<file path="config.mk">
export PLATFORM = sky130hd
export DESIGN_NAME = mips_if_prefetch
export DESIGN_NICKNAME = d
export VERILOG_FILES = /design/src/rtl/mips_if_prefetch_pkg.sv /design/src/rtl/mips_if_fifo.sv /design/src/rtl/mips_if_prefetch.sv
export SDC_FILE = /design/constraint.sdc
export NUM_CORES = 1
export LEC_CHECK = 0
export BUFFER_PORTS_ARGS = -buffer_cell sky130_fd_sc_hd__buf_2
export CAP_MARGIN = 20
export CELL_PAD_IN_SITES_DETAIL_PLACEMENT = 0
export CELL_PAD_IN_SITES_GLOBAL_PLACEMENT = 1
export CORE_ASPECT_RATIO = 2
export CORE_MARGIN = 3
export CORE_UTILIZATION = 40
export DETAILED_ROUTE_END_ITERATION = 7
export PLACE_DENSITY_LB_ADDON = 0.1
export SLEW_MARGIN = 20
export SYNTH_ARGS = -nofsm -noshare
export SYNTH_HDL_FRONTEND = slang
export SYNTH_SLANG_ARGS = --single-unit
export TNS_END_PERCENT = 5
</file>
<file path="constraint.sdc">
create_clock -name clk -period 6.6 [get_ports clk]
set_input_delay 1.32 -clock clk [delete_from_list [all_inputs] [get_ports clk]]
set_output_delay 1.32 -clock clk [all_outputs]
set_load 0.01 [all_outputs]
</file>
<file path="src/rtl/mips_if_prefetch_pkg.sv">
// Shared constants for the MIPS prefetching fetch stage.
//   NOP          : instruction presented to ID when no valid word is available
//   DEF_RESET_PC : default first fetch address
//   PC_INC       : sequential fetch stride in bytes
package mips_if_prefetch_pkg;
    localparam logic [31:0] NOP          = 32'h0000_0000;
    localparam logic [31:0] DEF_RESET_PC = 32'h0000_0000;
    localparam int          PC_INC       = 4;
endpackage

</file>
<file path="src/rtl/mips_if_fifo.sv">
// Synchronous FIFO used both as the prefetch buffer and as the in-flight tag queue.
// Ports:
//   clk, rst          : clock, async active-low reset
//   i_push / i_din    : write request and data (ignored when full unless popping too)
//   i_pop             : read request (ignored when empty)
//   i_flush           : empties the FIFO; wins over push and pop
//   o_dout            : head entry, combinational from storage
//   o_count           : occupancy, o_full / o_empty : status
module mips_if_fifo #(
    parameter int W     = 64,
    parameter int DEPTH = 4,
    parameter int AW    = $clog2(DEPTH)
) (
    input  logic          clk,
    input  logic          rst,
    input  logic          i_push,
    input  logic [W-1:0]  i_din,
    input  logic          i_pop,
    input  logic          i_flush,
    output logic [W-1:0]  o_dout,
    output logic [AW:0]   o_count,
    output logic          o_full,
    output logic          o_empty
);
    // Pointers carry one extra MSB so full and empty are distinguishable.
    logic [AW:0]  r_wr_ptr, r_rd_ptr;
    logic [W-1:0] r_mem [DEPTH];
    logic         w_do_push, w_do_pop;

    assign o_count   = r_wr_ptr - r_rd_ptr;
    assign o_empty   = (r_wr_ptr == r_rd_ptr);
    assign o_full    = (r_wr_ptr[AW] != r_rd_ptr[AW]) &&
                       (r_wr_ptr[AW-1:0] == r_rd_ptr[AW-1:0]);
    assign w_do_pop  = i_pop && !o_empty;
    // A full FIFO may still accept a push when the head leaves in the same cycle.
    assign w_do_push = i_push && (!o_full || w_do_pop);
    assign o_dout    = r_mem[r_rd_ptr[AW-1:0]];

    always_ff @(posedge clk or negedge rst) begin
        if (!rst) begin
            r_wr_ptr <= '0;
            r_rd_ptr <= '0;
        end else if (i_flush) begin
            r_wr_ptr <= '0;
            r_rd_ptr <= '0;
        end else begin
            if (w_do_push) r_wr_ptr <= r_wr_ptr + (AW+1)'(1);
            if (w_do_pop)  r_rd_ptr <= r_rd_ptr + (AW+1)'(1);
        end
    end

    always_ff @(posedge clk) begin
        if (w_do_push && !i_flush) r_mem[r_wr_ptr[AW-1:0]] <= i_din;
    end
endmodule

</file>
<file path="src/rtl/mips_if_prefetch.sv">
// Instruction-fetch stage with prefetch buffer for the 5-stage MIPS pipeline.
// Owns the fetch PC, issues in-order requests to a variable-latency instruction
// memory, buffers returned words with their PC+4 and presents them to ID.
// Ports:
//   clk, rst                    : clock, async active-low reset
//   branch, pc_branch           : redirect request and target (low 2 bits ignored)
//   stall                       : ID cannot take an instruction this cycle
//   imem_req/addr, imem_gnt     : request channel (handshake = req & gnt)
//   imem_rvalid, imem_rdata     : in-order response channel
//   Instruction_F, PcPlus4_F    : head-of-buffer word and its PC+4 (NOP / 0 when empty)
//   valid_F                     : head valid
module mips_if_prefetch
    import mips_if_prefetch_pkg::*;
#(
    parameter int                ADDR_W     = 32,
    parameter int                DATA_W     = 32,
    parameter logic [ADDR_W-1:0] RESET_PC   = ADDR_W'(DEF_RESET_PC),
    parameter int                FIFO_DEPTH = 4
) (
    input  logic              clk,
    input  logic              rst,
    input  logic              branch,
    input  logic [ADDR_W-1:0] pc_branch,
    input  logic              stall,
    output logic              imem_req,
    output logic [ADDR_W-1:0] imem_addr,
    input  logic              imem_gnt,
    input  logic              imem_rvalid,
    input  logic [DATA_W-1:0] imem_rdata,
    output logic [DATA_W-1:0] Instruction_F,
    output logic [ADDR_W-1:0] PcPlus4_F,
    output logic              valid_F
);
    localparam int AW = $clog2(FIFO_DEPTH);

    logic [ADDR_W-1:0]        r_pc;
    logic [AW:0]              r_drop;       // responses still owed to a flushed path
    logic [ADDR_W-1:0]        w_pc_inc;
    logic [AW:0]              w_in_flight, w_fifo_count;
    logic [AW+1:0]            w_credit_used;
    logic                     w_tag_empty, w_tag_full, w_fifo_empty, w_fifo_full;
    logic [ADDR_W-1:0]        w_tag_pc4;
    logic [DATA_W+ADDR_W-1:0] w_head;
    logic                     w_hs, w_rsp, w_push, w_pop;

    assign w_pc_inc      = r_pc + ADDR_W'(PC_INC);
    // Every outstanding request owns a buffer slot, so a response can always be stored.
    assign w_credit_used = {1'b0, w_in_flight} + {1'b0, w_fifo_count};
    assign imem_req      = rst && (w_credit_used < (AW+2)'(FIFO_DEPTH));
    assign imem_addr     = r_pc;
    assign w_hs          = imem_req && imem_gnt;
    // A response with nothing outstanding is illegal and is ignored.
    assign w_rsp         = imem_rvalid && !w_tag_empty;
    assign w_push        = w_rsp && (r_drop == '0) && !branch;
    assign valid_F       = !w_fifo_empty;
    assign w_pop         = valid_F && !stall && !branch;
    assign Instruction_F = valid_F ? w_head[ADDR_W +: DATA_W] : DATA_W'(NOP);
    assign PcPlus4_F     = valid_F ? w_head[ADDR_W-1:0] : '0;

    always_ff @(posedge clk or negedge rst) begin
        if (!rst) begin
            r_pc   <= RESET_PC;
            r_drop <= '0;
        end else if (branch) begin
            r_pc   <= {pc_branch[ADDR_W-1:2], 2'b00};
            // Everything still outstanding after this edge belongs to the old path.
            r_drop <= w_in_flight + (AW+1)'(w_hs) - (AW+1)'(w_rsp);
        end else begin
            if (w_hs)                   r_pc   <= w_pc_inc;
            if (w_rsp && r_drop != '0)  r_drop <= r_drop - (AW+1)'(1);
        end
    end

    // PC+4 of each in-flight request, popped as responses return in order.
    mips_if_fifo #(.W(ADDR_W), .DEPTH(FIFO_DEPTH)) u_tag_q (
        .clk     (clk),
        .rst     (rst),
        .i_push  (w_hs),
        .i_din   (w_pc_inc),
        .i_pop   (w_rsp),
        .i_flush (1'b0),
        .o_dout  (w_tag_pc4),
        .o_count (w_in_flight),
        .o_full  (w_tag_full),
        .o_empty (w_tag_empty)
    );

    mips_if_fifo #(.W(DATA_W+ADDR_W), .DEPTH(FIFO_DEPTH)) u_pf_q (
        .clk     (clk),
        .rst     (rst),
        .i_push  (w_push),
        .i_din   ({imem_rdata, w_tag_pc4}),
        .i_pop   (w_pop),
        .i_flush (branch),
        .o_dout  (w_head),
        .o_count (w_fifo_count),
        .o_full  (w_fifo_full),
        .o_empty (w_fifo_empty)
    );

`ifndef SYNTHESIS
    a_rvalid_legal: assert property (@(posedge clk) disable iff (!rst)
        imem_rvalid |-> !w_tag_empty);
    a_tag_no_ovf:   assert property (@(posedge clk) disable iff (!rst)
        w_hs |-> !w_tag_full);
    a_pf_no_ovf:    assert property (@(posedge clk) disable iff (!rst)
        w_push |-> (!w_fifo_full || w_pop));
`endif
endmodule

</file>
# After elaboration in Yosys (flattened, before gate mapping)
# Memory sizes are Yosys's and may differ from the RTL's.
# Cells that the tools add are included.
# word_totals
reg_bits,47
latchBits,0
mem_bits_rw,384
romBits,0
out_inout_bits,98
wordCells,69
memories,2
# classes
addsub,11
n_mul,0
div,0
order_cmp,1
n_eq_ne,6
n_shift,0
muxes,14
bitwise_logic,0
n_reduce_logical,29
# memory_table
memory,words,width,rd,rd_ports_with_merged_regs,wr,line_no,source
u_pf_q.r_mem,4,64,1,0,1,mips_if_fifo.sv:27,logic [W-1:0] r_mem [DEPTH];
u_tag_q.r_mem,4,32,1,0,1,mips_if_fifo.sv:27,
# ops
cell,count
2-to-1 mux 32 bit,4
"adder 32 x 3 -> 32 bit, second input constant",1
2-to-1 mux 3 bit,6
logical AND 1 bit,15
"adder 3 x 1 -> 3 bit, second input constant",4
nonzero test 2 bit,4
== test 3 bit,2
logical NOT 1 bit,6
subtractor 3 bit,2
adder 3 x 3 -> 4 bit,1
== test 2 bit,2
"less-than comparator 4 x 3 -> 1 bit, second input constant",1
2-to-1 mux 1 bit,4
adder 3 x 1 -> 3 bit,1
logical NOT 3 bit,1
nonzero test 3 bit,1
subtractor 3 x 1 -> 3 bit,1
"subtractor 3 x 1 -> 3 bit, second input constant",1
logical OR 1 bit,2
!= test 1 bit,2

# Depth between registers and ports, before layout
# Gate-level depths: netlist (run 1).
# depth
word_depth,10
ltp_mapped,20

# By module
# Synthesis (run 1) repeated with hierarchy kept, for this count alone.
# unflattened
hier_cells,1008
hier_area_um2,17897.2
# modules_own_cells
module,n_inst,cells_per_inst,area_per_inst_um2,seq_area_each_um2
mips_if_fifo (u_pf_q),1,387,9708.1,7837.5
mips_if_fifo (u_tag_q),1,221,5106.1,3993.8
mips_if_prefetch,1,400,3083.0,825.8

# Worst setup path after synthesis (run 1)
# No wires, ideal clock.
# synth_timing
path_type,reg-to-reg
start,reg u_pf_q.r_rd_ptr[1]
end,reg r_drop[2]
setup_time_ns,0.133
t_arrival_ns,4.470
t_required_ns,6.467
path_slack_ns,1.998
path_stages_with_launch,21
path_buffers,5
path_cell_list,dfrtp_1 -> clkbuf_1 -> clkbuf_1 -> inv_1 -> fa_1 -> xnor2_1 -> ha_1 -> or4b_1 -> buf_2 -> nor3_4 -> inv_2 -> buf_2 -> clkbuf_1 -> ha_1 -> inv_1 -> ha_1 -> inv_1 -> fa_1 -> xor2_1 -> xnor2_1 -> mux2i_1
# synth_between
elab_chain_len,8
# synth_rtl
element,line_no,source
from (decl),mips_if_fifo.sv:26,"logic [AW:0] r_wr_ptr, r_rd_ptr;"
from (signal assigned),mips_if_fifo.sv:48,if (w_do_pop) r_rd_ptr <= r_rd_ptr + (AW+1)'(1);
subtractor 3 bit,mips_if_fifo.sv:30,assign o_count = r_wr_ptr - r_rd_ptr;
adder 3 x 3 -> 4 bit,mips_if_prefetch.sv:48,"assign w_credit_used = {1'b0, w_in_flight} + {1'b0, w_fifo_count};"
less-than comparator 4 x 3 -> 1 bit,mips_if_prefetch.sv:49,assign imem_req = rst && (w_credit_used < (AW+2)'(FIFO_DEPTH));
logical AND 1 bit,mips_if_prefetch.sv:49,
logical AND 1 bit,mips_if_prefetch.sv:51,assign w_hs = imem_req && imem_gnt;
adder 3 x 1 -> 3 bit,mips_if_prefetch.sv:67,r_drop <= w_in_flight + (AW+1)'(w_hs) - (AW+1)'(w_rsp);
subtractor 3 x 1 -> 3 bit,mips_if_prefetch.sv:67,
2-to-1 mux 3 bit,mips_if_prefetch.sv:64,end else if (branch) begin
to (signal assigned),mips_if_prefetch.sv:67,
to (signal assigned),mips_if_prefetch.sv:70,if (w_rsp && r_drop != '0) r_drop <= r_drop - (AW+1)'(1);
to (decl),mips_if_prefetch.sv:37,logic [AW:0] r_drop;
# Every way passes these cells.
# A chain may end at the register's enable or synchronous reset.

# Worst setup path in the final report (run 1)
# layout_timing
start,reg u_pf_q.r_rd_ptr[0]
end,reg r_drop[2]
# The elaborated chain is that of the path after synthesis.

==> results of run 1 <==
-- cell usage after synthesis, types with 4 or more instances --
cell	count
edfxtp_1	368
mux4_2	92
and2_1	68
dfrtp_1	45
clkbuf_1	38
nand2_1	33
nor2_1	32
xnor2_1	25
inv_1	22
nand3_1	22
ha_1	21
xor2_1	20
a31oi_1	18
nand4_1	17
o21ai_0	17
or4_1	15
buf_1	12
o31ai_1	12
nor3_1	9
and3_1	8
nor4_1	7
and4_1	6
mux2i_1	6
o211ai_1	5
buf_4	4
-- kinds of logic after synthesis --
group           synth area share [%]
compound gates                  2.63
xor+xnor                        2.30
fa+ha+maj                       1.88
buf+inv                         1.92
flops                           71.0
mux                             12.5
other cells                   0.0219
simple gates                    7.80
-- power by group through the flow --
stage / sequential, mW / combinational, mW / clock [mW]
2_1_floorplan: 3.35 / 1.31 / 0
3_3_place_gp: 3.40 / 1.88 / 0
3_5_place_dp: 3.41 / 1.90 / 0
4_1_cts: 3.36 / 1.90 / 2.15
5_1_grt: 3.38 / 2.06 / 2.25
6_report: 3.35 / 1.83 / 2.08
-- registers in the layout, summed over array words and instances, names as in the netlist --
signal,count
r_drop,3
u_tag_q.r_wr_ptr,3
imem_addr,30
u_pf_q.r_mem,248
u_pf_q.r_wr_ptr,3
u_tag_q.r_rd_ptr,3
u_tag_q.r_mem,120
u_pf_q.r_rd_ptr,3
-- cells in the final DEF (no fill, tap or decap), types with 10 or more instances in the layout --
cell type and n:
mux4_2 92, edfxtp_1 368, nand4_1 17, buf_2 161, dfrtp_1 42, inv_1 22
o31ai_1 12, buf_4 11, a31oi_1 18, or4_1 15, nand2_1 33, ha_1 21
o21ai_0 17, clkbuf_1 10, xnor2_1 25, clkbuf_16 39, and2_1 64, nand3_1 22
xor2_1 20, nor2_1 32
-- cell type report --
type,count,area [um2],area share (%)
inverter,24,90.1,0.457
sequential,413,12200,61.8
clock inverter,16,144,0.729
clock buffer,49,1010,5.14
tap,540,676,3.42
multi-input combinational,473,4670,23.7
timing repair buffer,175,948,4.81
-- routing by layer --
| layer | vias to the layer above | track usage, % | wire length (um) |
|---|---|---|---|
| li1 | 4118 | - | - |
| met1 | 4560 | 19.2 | 14400 |
| met5 | - | 0 | 0 |
| met3 | 53 | 2.38 | 1440 |
| met2 | 236 | 30.4 | 19900 |
| met4 | 0 | 5.18 | 1070 |
-- path summary, 6_finish.rpt --
check / from / slack [ns] / cells after the start / to
setup / recovery: u_pf_q.r_rd_ptr[0]$_DFFE_PN0P_ / 1.66 / 16 / r_drop[2]$_DFFE_PN0P_
hold / removal: u_tag_q.r_wr_ptr[2]$_DFFE_PN0N_ / 0.49 / 1 / u_tag_q.r_wr_ptr[2]$_DFFE_PN0N_
setup reg to reg: u_pf_q.r_rd_ptr[0]$_DFFE_PN0P_ / 1.66 / 16 / r_drop[2]$_DFFE_PN0P_
hold reg to reg: u_tag_q.r_wr_ptr[2]$_DFFE_PN0N_ / 0.49 / 1 / u_tag_q.r_wr_ptr[2]$_DFFE_PN0N_
max in group asynchronous: rst / 5.04 / 2 / u_pf_q.r_rd_ptr[0]$_DFFE_PN0P_
min in group asynchronous: rst / 1.02 / 2 / imem_addr[17]$_DFFE_PN0N_
-- metrics by stage --
stage	power [mW]	hold slack (ns)	setup WS, ns
floorplan	4.67	0.460	2.00
global placement	5.28	0.473	1.61
detailed placement	5.31	0.480	1.56
CTS	7.41	0.494	1.56
global route	7.68	0.510	1.29
finish	7.26	0.486	1.66
==> impl_metrics.env, run 1 <==
export IMPL_status="finished clean"
export IMPL_first_iter_violations=461
export IMPL_slew_headroom_pct=22.6
export IMPL_cpMostUsedCell="ha_1"
export IMPL_fin_crit_ns=4.94
export IMPL_area_growth_pct=15.0
export IMPL_antenna_cells=0
export IMPL_drv_cap=0
export IMPL_post_dp_hpwl_mm=23.7
export IMPL_cts_max_path_buffers=3
export IMPL_peakVddDrop_v=0.000198
export IMPL_synth_top_area_cell="edfxtp_1"
export IMPL_gp_congestion=0.831
export IMPL_switching_power_mw=2.09
export IMPL_finalClockSkew_ns=0.0238
export IMPL_place_inst=1625
export IMPL_clkLatencyLatePin_ns=0.53
export IMPL_cts_hold_buffers_added=0
export IMPL_start_util_pct=40.8
export IMPL_drc=0
export IMPL_clkPwrFrac_pct=28.7
export IMPL_grt_antenna_before_repair=0
export IMPL_clkSlewWorstSetupHoldPaths_ns=0.07
export IMPL_first_pass_iters=5
export IMPL_internal_power_mw=5.17
export IMPL_ctsRootBufferMaster="clkbuf_16"
export IMPL_hp_class="reg -> reg"
export IMPL_ant_nets=0
export IMPL_wl_per_cell_um=21.8
export IMPL_num_rows=106
export IMPL_nNetsFinal=1218
export IMPL_synth_area_top_cells="edfxtp_1 64%, mux4_2 12%, dfrtp_1 6.6%"
export IMPL_crit_path_end_kind="flop"
export IMPL_place_area_um2=18600
export IMPL_n_fill_cell=3642
export IMPL_syn_inst=964
export IMPL_cp_cell_sequence="ha_1, inv_1, fa_1, xnor2_1, ha_1, or4b_1, nor3_4, inv_2, ha_1, inv_1, ha_1, inv_1, fa_1, xor2_1, xnor2_1, mux2i_1"
export IMPL_vias=8967
export IMPL_max_freq_ghz=0.202
export IMPL_crit_required_ns=6.99
export IMPL_numClockSinks=413
export IMPL_cp_top_family="adder cells"
export IMPL_worstMarginPinSlew_ns=1.15
export IMPL_grt_pass1_vias=9613
export IMPL_synth_edf_count=368
export IMPL_cts_resized=0
export IMPL_h_tree_depth=2
export IMPL_synth_area_um2=17200
export IMPL_max_stage_delay_ns=0.81
export IMPL_tns_ns=0
export IMPL_synth_seq_cells=413
export IMPL_synth_top_area_share_pct=64.4
export IMPL_path_class="reg -> reg"
export IMPL_path_max_fanout=42
export IMPL_swShare_pct=28.8
export IMPL_design_area_um2=19700
export IMPL_syn_avg_cell_area_um2=17.8
export IMPL_finalWirelength_mm=36.9
export IMPL_core_area_um2=42000
export IMPL_grt_usage_pct=16.2
export IMPL_finalHoldViolations=0
export IMPL_critPathLaunchType="flop"
export IMPL_worst_path_max_delay_cell="dfrtp_4"
export IMPL_async_reset_ff_share_pct=10.9
export IMPL_finish_utilization_pct=46.9
export IMPL_seqPwrFrac_pct=46.1
export IMPL_drv_slew=0
export IMPL_io_pins=168
export IMPL_grt_ovfl_total=0
export IMPL_cts_setup_buffers=0
export IMPL_synth_flop_cell="edfxtp_1"
export IMPL_finalCritPeriodShare_pct=74.9
export IMPL_cp_data_arrival_time_ns=5.33
export IMPL_dieArea_um2=45600
export IMPL_vias_per_cell=5.31
export IMPL_grt_pass1_wl_mm=57.6
export IMPL_grt_start_max_net_pins=65
export IMPL_cts_tree="built"
export IMPL_die_x_um=152
export IMPL_placement_io_buffers=161
export IMPL_fin_cells=1690
export IMPL_crit_buf_inv=4
export IMPL_rsz0062_at_grt="false"
export IMPL_cts_buffers=37
export IMPL_ys_seq_area_share_pct=71.0
export IMPL_finalSetupViolations=0
export IMPL_layout_drive_gt1_share_pct=29.3
export IMPL_yosys_warnings=0
export IMPL_die_h_um=299
export IMPL_p_leak_nw=6.76
export IMPL_yosysUniqueCellTypes=54
export IMPL_power_density_nw_per_um2=368
export IMPL_pwr_share_comb_pct=25.2
No activity file was read; power rests on OpenSTA's default activity.
==> run 2, diff against run 1 <==
Clock period 6.6 ns to 4.25 ns, I/O delays scaled along.
==> run 2 against run 1 <==
Compared with the run above:
- power is 57% higher
- global-route usage about the same
- sequential share of layout area down 0.66 points
- via count is 0.59% higher
- largest power group unchanged
==> impl_metrics.env, run 2 (synthesis gave the netlist of run 1 again) <==
export IMPL_n_fill_cell=3667
export IMPL_cp_data_arrival_time_ns=3.14
export IMPL_grt_pass1_vias=9662
export IMPL_first_iter_violations=327
export IMPL_finalHoldViolations=0
export IMPL_finalCritPeriodShare_pct=93.8
export IMPL_grt_start_max_net_pins=65
export IMPL_hp_class="reg -> reg"
export IMPL_rsz0062_at_grt="false"
export IMPL_drv_slew=0
export IMPL_vias_per_cell=5.29
export IMPL_cts_hold_buffers_added=0
export IMPL_slew_headroom_pct=32.4
export IMPL_crit_path_end_kind="primary output"
export IMPL_cts_buffers=38
export IMPL_layout_drive_gt1_share_pct=30.2
export IMPL_clkSlewWorstSetupHoldPaths_ns=0.06
export IMPL_cts_max_path_buffers=3
export IMPL_finalSetupViolations=0
export IMPL_first_pass_iters=5
export IMPL_crit_required_ns=3.40
export IMPL_dieArea_um2=45600
export IMPL_multi_input_area_um2=4680
export IMPL_grt_ovfl_total=0
export IMPL_finalWirelength_mm=37.2
export IMPL_most_common_layout_cells="368 x edfxtp_1, 161 x buf_2, 92 x mux4_2"
export IMPL_power_density_nw_per_um2=573
export IMPL_ctsRootBufferMaster="clkbuf_16"
export IMPL_seqCellArea_um2=12200
export IMPL_path_max_fanout=5
export IMPL_nNetsFinal=1234
export IMPL_wl_per_cell_um=21.8
export IMPL_area_growth_pct=16.2
export IMPL_placement_io_buffers=161
export IMPL_num_rows=106
export IMPL_grt_usage_pct=16.3
export IMPL_status="finished clean"
export IMPL_start_util_pct=40.8
export IMPL_drv_cap=0
export IMPL_grt_antenna_before_repair=0
export IMPL_drc=0
export IMPL_grt_pass1_wl_mm=57.6
export IMPL_final_common_cell="edfxtp_1"
export IMPL_p_leak_nw=6.87
export IMPL_die_h_um=299
export IMPL_finish_utilization_pct=47.4
export IMPL_peakVddDrop_v=0.000340
export IMPL_largest_register_ffs=248
export IMPL_clkLatencyLatePin_ns=0.53
export IMPL_max_freq_ghz=0.251
export IMPL_numClockSinks=413
export IMPL_core_area_um2=42000
export IMPL_cts_tree="built"
export IMPL_fin_crit_ns=3.99
export IMPL_worstMarginPinSlew_ns=1.01
export IMPL_die_x_um=152
export IMPL_critPathLaunchType="flop"
export IMPL_ant_nets=0
export IMPL_h_tree_depth=2
export IMPL_antenna_cells=0
export IMPL_gp_congestion=0.812
export IMPL_tns_ns=0
export IMPL_vias=9020
export IMPL_path_class="reg -> out"
export IMPL_io_pins=168
export IMPL_finalClockSkew_ns=0.0128
export IMPL_post_dp_hpwl_mm=24.1
-- run 2: changes by cell type in the layout (fill, tap and decap cells not counted), sizes merged --
cell and change:
clkbuf -2, buf +15, inv -1, clkinvlp +2
-- run 2: power breakdown --
group | switching [mW] | internal (mW)
registers | 0.151 | 5.00
clock network | 1.44 | 1.85
logic | 1.70 | 1.29
-- run 2: path summary, 6_finish.rpt --
kind | start | end | slack (ns) | cells after the start
min in group asynchronous | rst | imem_addr[18]$_DFFE_PN0N_ | 0.57 | 2
max in group asynchronous | rst | u_pf_q.r_rd_ptr[0]$_DFFE_PN0P_ | 3.11 | 2
max reg2reg | u_tag_q.r_wr_ptr[0]$_DFFE_PN0N_ | r_drop[2]$_DFFE_PN0P_ | 0.41 | 17
max | u_tag_q.r_wr_ptr[0]$_DFFE_PN0N_ | imem_req | 0.26 | 10
min | u_tag_q.r_wr_ptr[2]$_DFFE_PN0N_ | u_tag_q.r_wr_ptr[2]$_DFFE_PN0N_ | 0.49 | 1
min reg2reg | u_tag_q.r_wr_ptr[2]$_DFFE_PN0N_ | u_tag_q.r_wr_ptr[2]$_DFFE_PN0N_ | 0.49 | 1
-- run 2: routing by layer --
layer | up-vias | track usage (%) | part of all wire, %
li1 | 4143 | - | -
met4 | 0 | 6.35 | 3.8
met3 | 68 | 2.13 | 3.7
met1 | 4578 | 19.0 | 39
met5 | - | 0 | 0
met2 | 231 | 30.3 | 54
-- run 2: final cells by class --
type	instances	area share (%)
sequential	413	61.1
inverter	24	0.452
multi-input combinational	473	23.5
clock inverter	17	0.703
tap	540	3.39
timing repair buffer	190	5.72
clock buffer	47	5.20
-- run 2: critical path, cell delays in order, from the launching register on --
cell and delay [ns]:
dfrtp_1 0.41, inv_2 0.11, ha_1 0.14, inv_1 0.04, fa_1 0.40, xnor2_2 0.25
ha_1 0.28, or4b_1 0.55, buf_4 0.20, nor2_1 0.10, buf_2 0.13
-- run 2: stage by stage --
| step | worst slack [ns] | total power [mW] | hold WS, ns | area, um2 | cells |
|---|---|---|---|---|---|
| after floorplan | 0.0187 | 7.26 | 0.460 | 17200 | 967 |
| after global placement | 0.274 | 8.28 | 0.475 | 18800 | 1640 |
| after detailed placement | 0.221 | 8.34 | 0.478 | 18800 | 1640 |
| after CTS | 0.0311 | 11.7 | 0.490 | 19900 | 1704 |
| after global routing | 0.0749 | 12.1 | 0.510 | 19900 | 1704 |
| final | 0.263 | 11.4 | 0.488 | 19900 | 1704 |
-- run 2: timing repair --
item	CTS	global route
setup buffers	0	0
endpoints found under the setup margin	0	8
gates resized for setup	0	3
endpoints found under the hold margin	0	0
